===== config.mk =====
export PLATFORM = sky130hd
export DESIGN_NAME = lfu_cache_ctrl
export DESIGN_NICKNAME = d
export VERILOG_FILES = /design/src/rtl/lfu_pkg.sv /design/src/rtl/lfu_victim_scan.sv /design/src/rtl/lfu_cache_ctrl.sv
export SDC_FILE = /design/constraint.sdc
export NUM_CORES = 1
export LEC_CHECK = 0
export ABC_AREA = 1
export CAP_MARGIN = 0
export CORE_ASPECT_RATIO = 0.9
export CORE_MARGIN = 4
export CORE_UTILIZATION = 62
export CTS_CLUSTER_DIAMETER = 60
export DETAILED_ROUTE_END_ITERATION = 8
export PLACE_DENSITY = 0.86
export SLEW_MARGIN = 15
export SYNTH_ARGS = -nofsm -noshare
export SYNTH_HDL_FRONTEND = slang
export SYNTH_SLANG_ARGS = --single-unit

===== constraint.sdc =====
create_clock -name clk -period 3.5 [get_ports clk]
set_clock_uncertainty 0.15 [all_clocks]
set_input_delay 0.7 -clock clk [delete_from_list [all_inputs] [get_ports clk]]
set_output_delay 0.7 -clock clk [all_outputs]
set_load 0.005 [all_outputs]

===== src/rtl/lfu_pkg.sv =====
// Shared types and helpers for the LFU residency controller.
package lfu_pkg;

  typedef enum logic [1:0] {
    IDLE   = 2'd0,
    SCAN   = 2'd1,
    COMMIT = 2'd2
  } state_t;

  // Index width for n entries, never narrower than one bit.
  function automatic int unsigned idx_w(input int unsigned n);
    return (n <= 1) ? 1 : $clog2(n);
  endfunction

endpackage


===== src/rtl/lfu_victim_scan.sv =====
// Sequential minimum search over the slot use counters; ties keep the lower slot.
module lfu_victim_scan
  import lfu_pkg::*;
#(
  parameter int unsigned N_SLOTS = 4,
  parameter int unsigned CNT_W   = 8,
  localparam int unsigned SLOT_W = idx_w(N_SLOTS)
) (
  input  logic                     clk,
  input  logic                     rst,
  input  logic                     abort_i,
  input  logic                     start_i,
  input  logic [N_SLOTS*CNT_W-1:0] cnt_i,
  output logic                     done_o,
  output logic [SLOT_W-1:0]        victim_o
);

  localparam logic [SLOT_W-1:0] LAST_SLOT = SLOT_W'(N_SLOTS - 1);

  logic              busy_q, busy_d;
  logic              done_q, done_d;
  logic [SLOT_W-1:0] idx_q, idx_d;
  logic [SLOT_W-1:0] victim_q, victim_d;
  logic [CNT_W-1:0]  min_q, min_d;
  logic [CNT_W-1:0]  cur_cnt;

  always_comb cur_cnt = cnt_i[int'(idx_q)*CNT_W +: CNT_W];

  // Slot 0 seeds the minimum on the start edge; later slots follow one per cycle.
  always_comb begin
    busy_d   = busy_q;
    idx_d    = idx_q;
    victim_d = victim_q;
    min_d    = min_q;
    done_d   = 1'b0;
    if (abort_i) begin
      busy_d = 1'b0;
      idx_d  = '0;
    end else if (start_i) begin
      min_d    = cnt_i[CNT_W-1:0];
      victim_d = '0;
      idx_d    = SLOT_W'(1);
      busy_d   = (N_SLOTS > 1);
      done_d   = (N_SLOTS == 1);
    end else if (busy_q) begin
      if (cur_cnt < min_q) begin
        min_d    = cur_cnt;
        victim_d = idx_q;
      end
      if (idx_q == LAST_SLOT) begin
        busy_d = 1'b0;
        done_d = 1'b1;
      end else begin
        idx_d = idx_q + SLOT_W'(1);
      end
    end
  end

  always_ff @(posedge clk or posedge rst) begin
    if (rst) begin
      busy_q   <= 1'b0;
      done_q   <= 1'b0;
      idx_q    <= '0;
      victim_q <= '0;
      min_q    <= '0;
    end else begin
      busy_q   <= busy_d;
      done_q   <= done_d;
      idx_q    <= idx_d;
      victim_q <= victim_d;
      min_q    <= min_d;
    end
  end

  assign done_o   = done_q;
  assign victim_o = victim_q;

endmodule


===== src/rtl/lfu_cache_ctrl.sv =====
// LFU residency controller: slot array, request FSM, hit/miss/evict reporting and aging.
module lfu_cache_ctrl
  import lfu_pkg::*;
#(
  parameter int unsigned N_ITEMS    = 5,
  parameter int unsigned N_SLOTS    = 4,
  parameter int unsigned CNT_W      = 8,
  parameter int unsigned AGE_PERIOD = 0,
  localparam int unsigned IDX_W     = idx_w(N_ITEMS)
) (
  input  logic               clk,
  input  logic               rst,
  input  logic               clear_i,
  input  logic               req_valid_i,
  input  logic [IDX_W-1:0]   req_item_i,
  output logic               req_ready_o,
  output logic               rsp_valid_o,
  output logic               rsp_hit_o,
  output logic               rsp_err_o,
  output logic               rsp_evict_valid_o,
  output logic [IDX_W-1:0]   rsp_evict_item_o,
  output logic [N_ITEMS-1:0] resident_o
);

  localparam int unsigned     SLOT_W  = idx_w(N_SLOTS);
  localparam int unsigned     AGE_W   = idx_w(AGE_PERIOD + 1);
  localparam logic [CNT_W-1:0] CNT_MAX = '1;

  state_t state_q, state_d;

  logic [IDX_W-1:0]   tag_q [N_SLOTS];
  logic [IDX_W-1:0]   tag_d [N_SLOTS];
  logic [CNT_W-1:0]   cnt_q [N_SLOTS];
  logic [CNT_W-1:0]   cnt_d [N_SLOTS];
  logic [N_SLOTS-1:0] valid_q, valid_d;
  logic [AGE_W-1:0]   age_q, age_d;

  logic [IDX_W-1:0]  item_q, item_d;
  logic [SLOT_W-1:0] slot_q, slot_d;
  logic              hit_q, hit_d, free_q, free_d, err_q, err_d;

  logic               rsp_valid_q, rsp_valid_d;
  logic               rsp_hit_q, rsp_hit_d;
  logic               rsp_err_q, rsp_err_d;
  logic               rsp_ev_valid_q, rsp_ev_valid_d;
  logic [IDX_W-1:0]   rsp_ev_item_q, rsp_ev_item_d;
  logic [N_ITEMS-1:0] resident_q, resident_d;

  logic                     look_hit, look_free, req_err, scan_start, scan_done;
  logic [SLOT_W-1:0]        hit_slot, free_slot, scan_victim, tgt;
  logic [N_SLOTS*CNT_W-1:0] cnt_flat;

  assign req_ready_o = (state_q == IDLE) && !clear_i;
  assign req_err     = 32'(req_item_i) >= N_ITEMS;

  // Tag match and lowest free slot for the incoming request.
  always_comb begin
    look_hit  = 1'b0;
    look_free = 1'b0;
    hit_slot  = '0;
    free_slot = '0;
    for (int i = int'(N_SLOTS) - 1; i >= 0; i--) begin
      if (valid_q[i] && (tag_q[i] == req_item_i)) begin
        look_hit = 1'b1;
        hit_slot = SLOT_W'(i);
      end
      if (!valid_q[i]) begin
        look_free = 1'b1;
        free_slot = SLOT_W'(i);
      end
    end
  end

  always_comb begin
    cnt_flat = '0;
    for (int i = 0; i < int'(N_SLOTS); i++) cnt_flat[i*CNT_W +: CNT_W] = cnt_q[i];
  end

  lfu_victim_scan #(
    .N_SLOTS (N_SLOTS),
    .CNT_W   (CNT_W)
  ) u_scan (
    .clk      (clk),
    .rst      (rst),
    .abort_i  (clear_i),
    .start_i  (scan_start),
    .cnt_i    (cnt_flat),
    .done_o   (scan_done),
    .victim_o (scan_victim)
  );

  always_comb begin
    state_d        = state_q;
    tag_d          = tag_q;
    cnt_d          = cnt_q;
    valid_d        = valid_q;
    age_d          = age_q;
    item_d         = item_q;
    slot_d         = slot_q;
    hit_d          = hit_q;
    free_d         = free_q;
    err_d          = err_q;
    rsp_valid_d    = 1'b0;
    rsp_hit_d      = 1'b0;
    rsp_err_d      = 1'b0;
    rsp_ev_valid_d = 1'b0;
    rsp_ev_item_d  = '0;
    resident_d     = resident_q;
    scan_start     = 1'b0;
    tgt            = '0;

    case (state_q)
      IDLE: begin
        if (req_valid_i && req_ready_o) begin
          item_d = req_item_i;
          err_d  = req_err;
          hit_d  = look_hit;
          free_d = look_free;
          slot_d = look_hit ? hit_slot : free_slot;
          if (!req_err && !look_hit && !look_free) begin
            state_d    = SCAN;
            scan_start = 1'b1;
          end else begin
            state_d = COMMIT;
          end
        end
      end
      SCAN: begin
        if (scan_done) state_d = COMMIT;
      end
      COMMIT: begin
        state_d     = IDLE;
        rsp_valid_d = 1'b1;
        if (err_q) begin
          rsp_err_d = 1'b1;
        end else begin
          tgt = (hit_q || free_q) ? slot_q : scan_victim;
          if (hit_q) begin
            rsp_hit_d = 1'b1;
            if (cnt_q[tgt] != CNT_MAX) cnt_d[tgt] = cnt_q[tgt] + CNT_W'(1);
          end else begin
            if (!free_q) begin
              rsp_ev_valid_d = 1'b1;
              rsp_ev_item_d  = tag_q[tgt];
            end
            tag_d[tgt]   = item_q;
            valid_d[tgt] = 1'b1;
            cnt_d[tgt]   = CNT_W'(1);
          end
          // Aging halves counters after this request's own update has landed.
          if (AGE_PERIOD != 0) begin
            if (age_q == AGE_W'(AGE_PERIOD - 1)) begin
              age_d = '0;
              for (int i = 0; i < int'(N_SLOTS); i++) cnt_d[i] = cnt_d[i] >> 1;
            end else begin
              age_d = age_q + AGE_W'(1);
            end
          end
          resident_d = '0;
          for (int i = 0; i < int'(N_SLOTS); i++) begin
            if (valid_d[i]) resident_d[tag_d[i]] = 1'b1;
          end
        end
      end
      default: state_d = IDLE;
    endcase

    if (clear_i) begin
      state_d        = IDLE;
      tag_d          = '{default: '0};
      cnt_d          = '{default: '0};
      valid_d        = '0;
      age_d          = '0;
      item_d         = '0;
      slot_d         = '0;
      hit_d          = 1'b0;
      free_d         = 1'b0;
      err_d          = 1'b0;
      rsp_valid_d    = 1'b0;
      rsp_hit_d      = 1'b0;
      rsp_err_d      = 1'b0;
      rsp_ev_valid_d = 1'b0;
      rsp_ev_item_d  = '0;
      resident_d     = '0;
      scan_start     = 1'b0;
    end
  end

  always_ff @(posedge clk or posedge rst) begin
    if (rst) begin
      state_q        <= IDLE;
      tag_q          <= '{default: '0};
      cnt_q          <= '{default: '0};
      valid_q        <= '0;
      age_q          <= '0;
      item_q         <= '0;
      slot_q         <= '0;
      hit_q          <= 1'b0;
      free_q         <= 1'b0;
      err_q          <= 1'b0;
      rsp_valid_q    <= 1'b0;
      rsp_hit_q      <= 1'b0;
      rsp_err_q      <= 1'b0;
      rsp_ev_valid_q <= 1'b0;
      rsp_ev_item_q  <= '0;
      resident_q     <= '0;
    end else begin
      state_q        <= state_d;
      tag_q          <= tag_d;
      cnt_q          <= cnt_d;
      valid_q        <= valid_d;
      age_q          <= age_d;
      item_q         <= item_d;
      slot_q         <= slot_d;
      hit_q          <= hit_d;
      free_q         <= free_d;
      err_q          <= err_d;
      rsp_valid_q    <= rsp_valid_d;
      rsp_hit_q      <= rsp_hit_d;
      rsp_err_q      <= rsp_err_d;
      rsp_ev_valid_q <= rsp_ev_valid_d;
      rsp_ev_item_q  <= rsp_ev_item_d;
      resident_q     <= resident_d;
    end
  end

  assign rsp_valid_o       = rsp_valid_q;
  assign rsp_hit_o         = rsp_hit_q;
  assign rsp_err_o         = rsp_err_q;
  assign rsp_evict_valid_o = rsp_ev_valid_q;
  assign rsp_evict_item_o  = rsp_ev_item_q;
  assign resident_o        = resident_q;

endmodule


==> key figures, run 1 <==
STA
  – Slew @ Worst Pin: 0.591 ns
  – Slew Viols, Final: 0
  – Setup repair after global routing missed its margin: false
  – Slew headroom: ~61%
  – Min cycle time layout: 3.17 ns
  – Fin crit share: between 90% and 100%
  – Max Freq: about 0.32 GHz
  – Final-report hold violation count: 0
  – Final setup viols: 0
  – Setup TNS: 0 ns

Placement
  – Placed Cells: 968
  – GP Congestion: 1.06
  – I/O Buffers: 19
  – DP Wirelength: 12,400 µm

Synth
  – Netlist cell types: 39
  – Ranking of synthesized cells by area: dfrtp_1, nand2_1, nand3_1
  – Synth Cell Area: 5690 µm²
  – Number of synthesized flops with an enable pin: 0
  – FFs w/ async S/R, synth: 100%
  – Largest area contributor in the netlist: dfrtp_1
  – Post-Synthesis Cells: 842
  – Sequential area share after synthesis: 36.9%
  – Number of synthesis warnings: 0
  – Count leader, synth: nand2_1
  – Mean post-synth cell area: 6.76 µm²
  – Commonest cells post-synth: nand2_1, inv_1, dfrtp_1, nand3_1, nor2_1
  – Syn Nets: about 860
  – Share of the synthesized area in the top cell type: 36.9%
  – Ys flop type: dfrtp_1
  – Synthesized flop and latch total: 84

Routing
  – DRT antenna net count: 0
  – DRC violations left: 0
  – Via Count: 5,949
  – Post-Route WL: around 17,000 µm
  – Initial DRT Pass Iterations: 6
  – Via-per-instance ratio: 6.05
  – 1st-iter DRT viols: 659
  – Post-DR wirelength/cell: ~17 µm

Global route
  – Antenna violations before repair: 1
  – Largest net degree at the start of global routing: 85
  – GRT Max-Usage Layer: met1
  – Grt met3 use: 9.56%
  – Global Route Usage Sum: between 30% and 40%
  – First-pass GRT wire length: 27,500 µm
  – Met2 Use GR: 46.3%
  – Number of global-route vias before repair: 5,534
  – Grt total ovfl: 0
  – GR Layer Usage met1: roughly 48%

Final layout
  – FF+latch area: around 2100 µm²
  – Layout cell share with drive strength beyond 1: between 8 and 9%
  – Fin nets: between 800 and 900
  – Footprint of the multi-input gates: roughly 3000 µm²
  – Antenna cell count: 0
  – Synthesis-to-finish area growth: 8.78%
  – # fillers: 700
  – Final Non-Filler Cells: just under 1,000

Floorplan
  – Rows: 32
  – Die H: 98.9 µm
  – Die outline width: 109 µm
  – Core area: 8770 µm²
  – # IOs: 20
  – Starting Density: 64.9%
  – Die area: 10,800 µm²

Pwr
  – Combinational share of power: 29.7%
  – Cell-internal power: 0.00161 W
  – Pwr per Cell Area: 412 nW/µm²
  – Sw Ratio: 36.8%
  – Clk pwr share: 28.3%
  – Sequential power share: 42.0%
  – Total power: 0.00255 W
  – Max VDD drop: 0.000295 V
  – Leak Pwr: ~3.2 nW
  – Psw: 0.000938 W

Setup path
  – Worst setup EP type: flop
  – Largest stage delay, worst path: between 0.4 and 0.5 ns
  – Worst-path maximum fanout: 27
  – Worst reg-to-reg setup slack: around 0.33 ns
  – Reg2Reg Depth: 13
  – Setup Crit Path Kind: flop to flop
  – RR Startpoint: hit_q$_DFFE_PP0P_
  – WP data required: about 3.6 ns
  – Startpoint types: flop
  – CP Cell Sequence: o21ai_2 > nand2_4 > nand2_1 > o21ai_0 > nor2_1 > ha_1 > nand3_1 > nor2_2 > nand4_4 > nand3_4 > nor2_4 > nand2_1 > nand2_1
  – CP max-delay cell: dfrtp_1
  – Top cell by count, worst path: nand2_1
  – Crit path from: hit_q$_DFFE_PP0P_
  – Worst Setup EP: cnt_flat[31]$_DFFE_PP0P_
  – Reg2reg end: cnt_flat[31]$_DFFE_PP0P_
  – CP arrival: 3.25 ns

CTS
  – CTS tree: yes
  – Postcts setup bufs: 0
  – CTS max path bufs: 2
  – H-tree depth: 3
  – CTS Buf Count: 9
  – CTS hold repair buffers: 0
  – Clock Latency Late Sink: 0.36 ns
  – Reg clk slew, reported paths: roughly 0.09 ns
  – Clock root cell: clkbuf_8
  – CTS sink count: 84
  – Post-CTS resize count: 0

Status
  – Outcome: complete, no violations

Min path
  – Hold crit path type: flop to flop

Run
  – Max Cap Viol: 0
-- critical path, delay by kind of cell, from the launching register on --
family	cells	cell delay [ns]
AOI/OAI and AO/OA	2	0.35
DFF	1	0.46
adders and majority gates	1	0.24
and+or+nand+nor	10	1.83
-- state kept, by name, summed over array words and instances, names as in the netlist, 3 cells and up --
signal / flops
cnt_flat: 32
valid_q: 4
rsp_evict_item_o: 3
resident_o: 5
item_q: 3
u_scan.min_q: 8
tag_q: 12
-- through the flow --
step	cell area [µm²]	worst slack, ns	hold WS [ns]	util (%)
final	6190	0.333	0.342	70.6
after detailed placement	5990	0.299	0.322	68.3
after global placement	5990	0.476	0.315	68.3
after floorplan	5690	0.485	0.299	-
after CTS	6190	0.381	0.343	70.6
after global routing	6190	0.0603	0.377	70.6
-- cell usage in the layout, fill, tap and decap left out, types with 2 or more instances in the layout --
cell	n
a211oi_1	4
a21oi_1	36
a221oi_1	2
buf_4	12
clkbuf_8	11
clkdlybuf4s50_1	19
clkinv_2	3
dfrtp_1	84
ha_1	9
inv_1	89
inv_2	5
nand2_1	314
nand2_2	11
nand2_4	3
nand3_1	69
nand3_4	4
nand4_1	4
nor2_1	52
nor2_2	5
nor2_4	8
nor3_1	3
o2111ai_1	2
o211ai_1	2
o21ai_0	37
o21ai_1	26
o21ai_2	3
o221ai_1	2
o22ai_1	27
xnor2_1	4
-- worst min path at each step --
stage	from	endpoint	slack, ns	cells after the start
final	cnt_flat[12]$_DFFE_PP0P_	cnt_flat[12]$_DFFE_PP0P_	0.34	2
after global placement	resident_o[0]$_DFFE_PP0P_	resident_o[0]$_DFFE_PP0P_	0.31	2
after floorplan	cnt_flat[12]$_DFFE_PP0P_	cnt_flat[12]$_DFFE_PP0P_	0.30	2
after CTS	cnt_flat[12]$_DFFE_PP0P_	cnt_flat[12]$_DFFE_PP0P_	0.34	2
after detailed placement	cnt_flat[12]$_DFFE_PP0P_	cnt_flat[12]$_DFFE_PP0P_	0.32	2
after global routing	resident_o[3]$_DFFE_PP0P_	resident_o[3]$_DFFE_PP0P_	0.38	2
-- per-layer routing --
metal	share of wire, %	vias up
met1	44	2750
met3	13	31
li1	-	2770
met2	42	396
met5	0.077	-
met4	1.3	2
-- power by group through the flow --
stage,Sequential (W),Combinational [W],Clock (W)
6_report,0.00107,0.000758,0.000723
5_1_grt,0.00108,0.000831,0.000772
4_1_cts,0.00107,0.000731,0.000723
3_5_place_dp,0.00109,0.000726,0
3_3_place_gp,0.00108,0.000709,0
2_1_floorplan,0.00107,0.000539,0
-- area by class of cell --
cell class | instances | area share [%]
clock buffer | 12 | 2.51
clock inverter | 3 | 0.708
inverter | 97 | 5.92
multi-input combinational | 636 | 49.6
sequential | 84 | 34.0
tap | 119 | 2.41
timing repair buffer | 32 | 4.85
-- cells by family after synthesis --
family,synth area share [%]
XOR/XNOR,0.770
flip-flops,36.9
AND/OR/NAND/NOR,37.1
AO/OA/AOI/OAI,14.1
adder cells (fa/ha/maj),1.98
buffers and inverters,9.06
Note: power is estimated with default switching activity, not from simulation.
==> inputs of run 2 (changes only) <==
--- a/config.mk
+++ b/config.mk
@@ -9,10 +9,10 @@
 export CAP_MARGIN = 0
 export CORE_ASPECT_RATIO = 0.9
 export CORE_MARGIN = 4
-export CORE_UTILIZATION = 62
+export CORE_UTILIZATION = 57
 export CTS_CLUSTER_DIAMETER = 60
 export DETAILED_ROUTE_END_ITERATION = 8
-export PLACE_DENSITY = 0.86
+export PLACE_DENSITY = 0.8
 export SLEW_MARGIN = 15
 export SYNTH_ARGS = -nofsm -noshare
 export SYNTH_HDL_FRONTEND = slang
==> constraint.sdc (replaced) <==
create_clock -name clk -period 3.8 [get_ports clk]
set_clock_uncertainty 0.15 [all_clocks]
set_input_delay 0.76 -clock clk [delete_from_list [all_inputs] [get_ports clk]]
set_output_delay 0.76 -clock clk [all_outputs]
set_load 0.005 [all_outputs]
==> run 2 against run 1 <==
  * Final cell count is 0.71% higher
  * Critical path depth grew 4
  * Clock-buffer cell count decreased by 1
  * Flip-flop and latch count is the same
  * Wire length is 2.5% higher
  * Sequential share of layout area shrank 0.062 points
==> key figures, run 2 (synthesized netlist as in run 1, its figures left out) <==
CTS
  – Post-CTS resize count: 0
  – H-tree depth: 3
  – CTS hold repair buffers: 0
  – Postcts setup bufs: 0
  – CTS tree: yes
  – Reg clk slew, reported paths: 0.10 ns
  – Clock root cell: clkbuf_8
  – CTS Buf Count: 9
  – CTS max path bufs: 2
  – Clock Latency Late Sink: between 0.3 and 0.4 ns
  – CTS sink count: 84

Routing
  – Via Count: between 5,000 and 6,000
  – Via-per-instance ratio: 5.87
  – DRC violations left: 0
  – Post-Route WL: 17,300 µm
  – DRT antenna net count: 0
  – 1st-iter DRT viols: 869
  – Post-DR wirelength/cell: between 15 and 20 µm
  – Initial DRT Pass Iterations: 7

Final layout
  – Commonest non-fill, non-tap cell in the layout: nand2_1
  – Layout cell share with drive strength beyond 1: 8.22%
  – Final core utilization: a little under two thirds
  – Final Non-Filler Cells: 990
  – Most frequent cells in the layout: nand2_1, inv_1, dfrtp_1, nand3_1, nor2_1
  – Max reg flops: 32
  – Synthesis-to-finish area growth: 8.97%
  – Antenna cell count: 0
  – Fin nets: 875

Setup path
  – CP delay by family, top: simple AND/OR/NAND/NOR gates
  – Stages on worst setup path: 17
  – Reg2Reg Depth: 17
  – Largest stage delay, worst path: 0.85 ns
  – Crit path from: hit_q$_DFFE_PP0P_
  – CP Buf/Inv Count: 2
  – Setup Crit Path Kind: flop to flop
  – Worst setup EP type: flop
  – Worst reg-to-reg setup slack: ~0.32 ns
  – CP Cell Sequence: clkinv_2 > nand2_2 > nand2_2 > nand2_4 > nand2_2 > inv_2 > nand2_1 > o21ai_0 > nor2_1 > ha_1 > nand3_1 > nor2_2 > nand4_4 > nand3_4 > nor2_4 > nand2_1 > nand2_1
  – RR Startpoint: hit_q$_DFFE_PP0P_
  – CP max-delay cell: dfrtp_1
  – WP data required: 3.96 ns
  – Reg2reg end: cnt_flat[28]$_DFFE_PP0P_
  – Startpoint types: flop
  – CP arrival: 3.64 ns
  – Worst-path maximum fanout: 22

Placement
  – GP Congestion: 0.990
  – Placed Cells: 974
  – I/O Buffers: 19
  – DP Wirelength: around 13,000 µm

Min path
  – Hold crit path type: flop to flop
  – Hold Crit Endpoint: cnt_flat[10]$_DFFE_PP0P_
  – Hold_sp: cnt_flat[10]$_DFFE_PP0P_
  – WHS Path Cells: 2

STA
  – Min cycle time layout: 3.48 ns
  – Final-report hold violation count: 0
  – Slew Viols, Final: 0
  – Setup TNS: 0 ns
  – Fin crit share: between 90% and 100%
  – Slew headroom: 46.9%
  – Max Freq: 0.287 GHz
  – Slew @ Worst Pin: 0.776 ns
  – Final setup viols: 0
  – Setup repair after global routing missed its margin: false

Floorplan
  – # IOs: 20
  – Die H: 103 µm
  – Starting Density: 58.7%
  – Die outline width: 113 µm
  – Core area: 9700 µm²
  – Rows: 34
  – Die area: ~12,000 µm²

Global route
  – Global Route Usage Sum: a little under a third
  – First-pass GRT wire length: 28,100 µm
  – Largest net degree at the start of global routing: 85
  – Antenna violations before repair: 0
  – Number of global-route vias before repair: 5,343
  – Grt total ovfl: 0

Pwr
  – Leak Pwr: approximately 3.2 nW
  – Pwr per Cell Area: 381 nW/µm²
  – Max VDD drop: 0.000261 V

Run
  – Max Cap Viol: 0

Status
  – Outcome: complete, no violations
run 2: worst max-delay path by stage:
stage / to
2_1_floorplan: cnt_flat[0]$_DFFE_PP0P_
3_3_place_gp: cnt_flat[28]$_DFFE_PP0P_
3_5_place_dp: cnt_flat[28]$_DFFE_PP0P_
4_1_cts: cnt_flat[28]$_DFFE_PP0P_
5_1_grt: cnt_flat[15]$_DFFE_PP0P_
6_report: cnt_flat[28]$_DFFE_PP0P_
run 2: metrics by stage:
stage	hold slack (ns)	power, W	setup WS (ns)	area, µm²
2_1_floorplan	0.299	0.00148	0.725	5690
3_3_place_gp	0.312	0.00166	0.418	5990
3_5_place_dp	0.320	0.00167	0.430	5990
4_1_cts	0.342	0.00235	0.382	6200
5_1_grt	0.368	0.00249	0.0830	6200
6_report	0.341	0.00236	0.320	6200
run 2: per-layer routing:
metal  wire length, µm  GRT usage (%)  vias to the layer above
li1                  -              -                     2753
met1              7820           45.4                     2673
met2              7070           45.4                      350
met3              2140           9.33                       31
met4               253           7.12                        0
met5                 0              0                        -
run 2: worst reg2reg max path: stages, from the launching register on:
cell,delay [ns]
dfrtp_1,0.85
clkinv_2,0.17
nand2_2,0.14
nand2_2,0.07
nand2_4,0.24
nand2_2,0.16
inv_2,0.18
nand2_1,0.06
o21ai_0,0.11
nor2_1,0.11
ha_1,0.22
nand3_1,0.12
nor2_2,0.08
nand4_4,0.16
nand3_4,0.18
nor2_4,0.23
nand2_1,0.10
nand2_1,0.08
run 2: power by group:
part | leakage [nW] | total [W] | switching [W] | internal (W)
registers | 1.16 | 0.000988 | 0.0000516 | 0.000937
logic | 1.89 | 0.000689 | 0.000479 | 0.000210
clock network | 0.106 | 0.000682 | 0.000350 | 0.000332
total | 3.16 | 0.00236 | 0.000881 | 0.00148
run 2: layout make-up:
cell class                 instances  area, µm²
clock buffer                      11        141
clock inverter                     5       67.6
fill                             918       3500
inverter                          97        367
multi-input combinational        636       3070
sequential                        84       2100
tap                              126        158
timing repair buffer              31        293
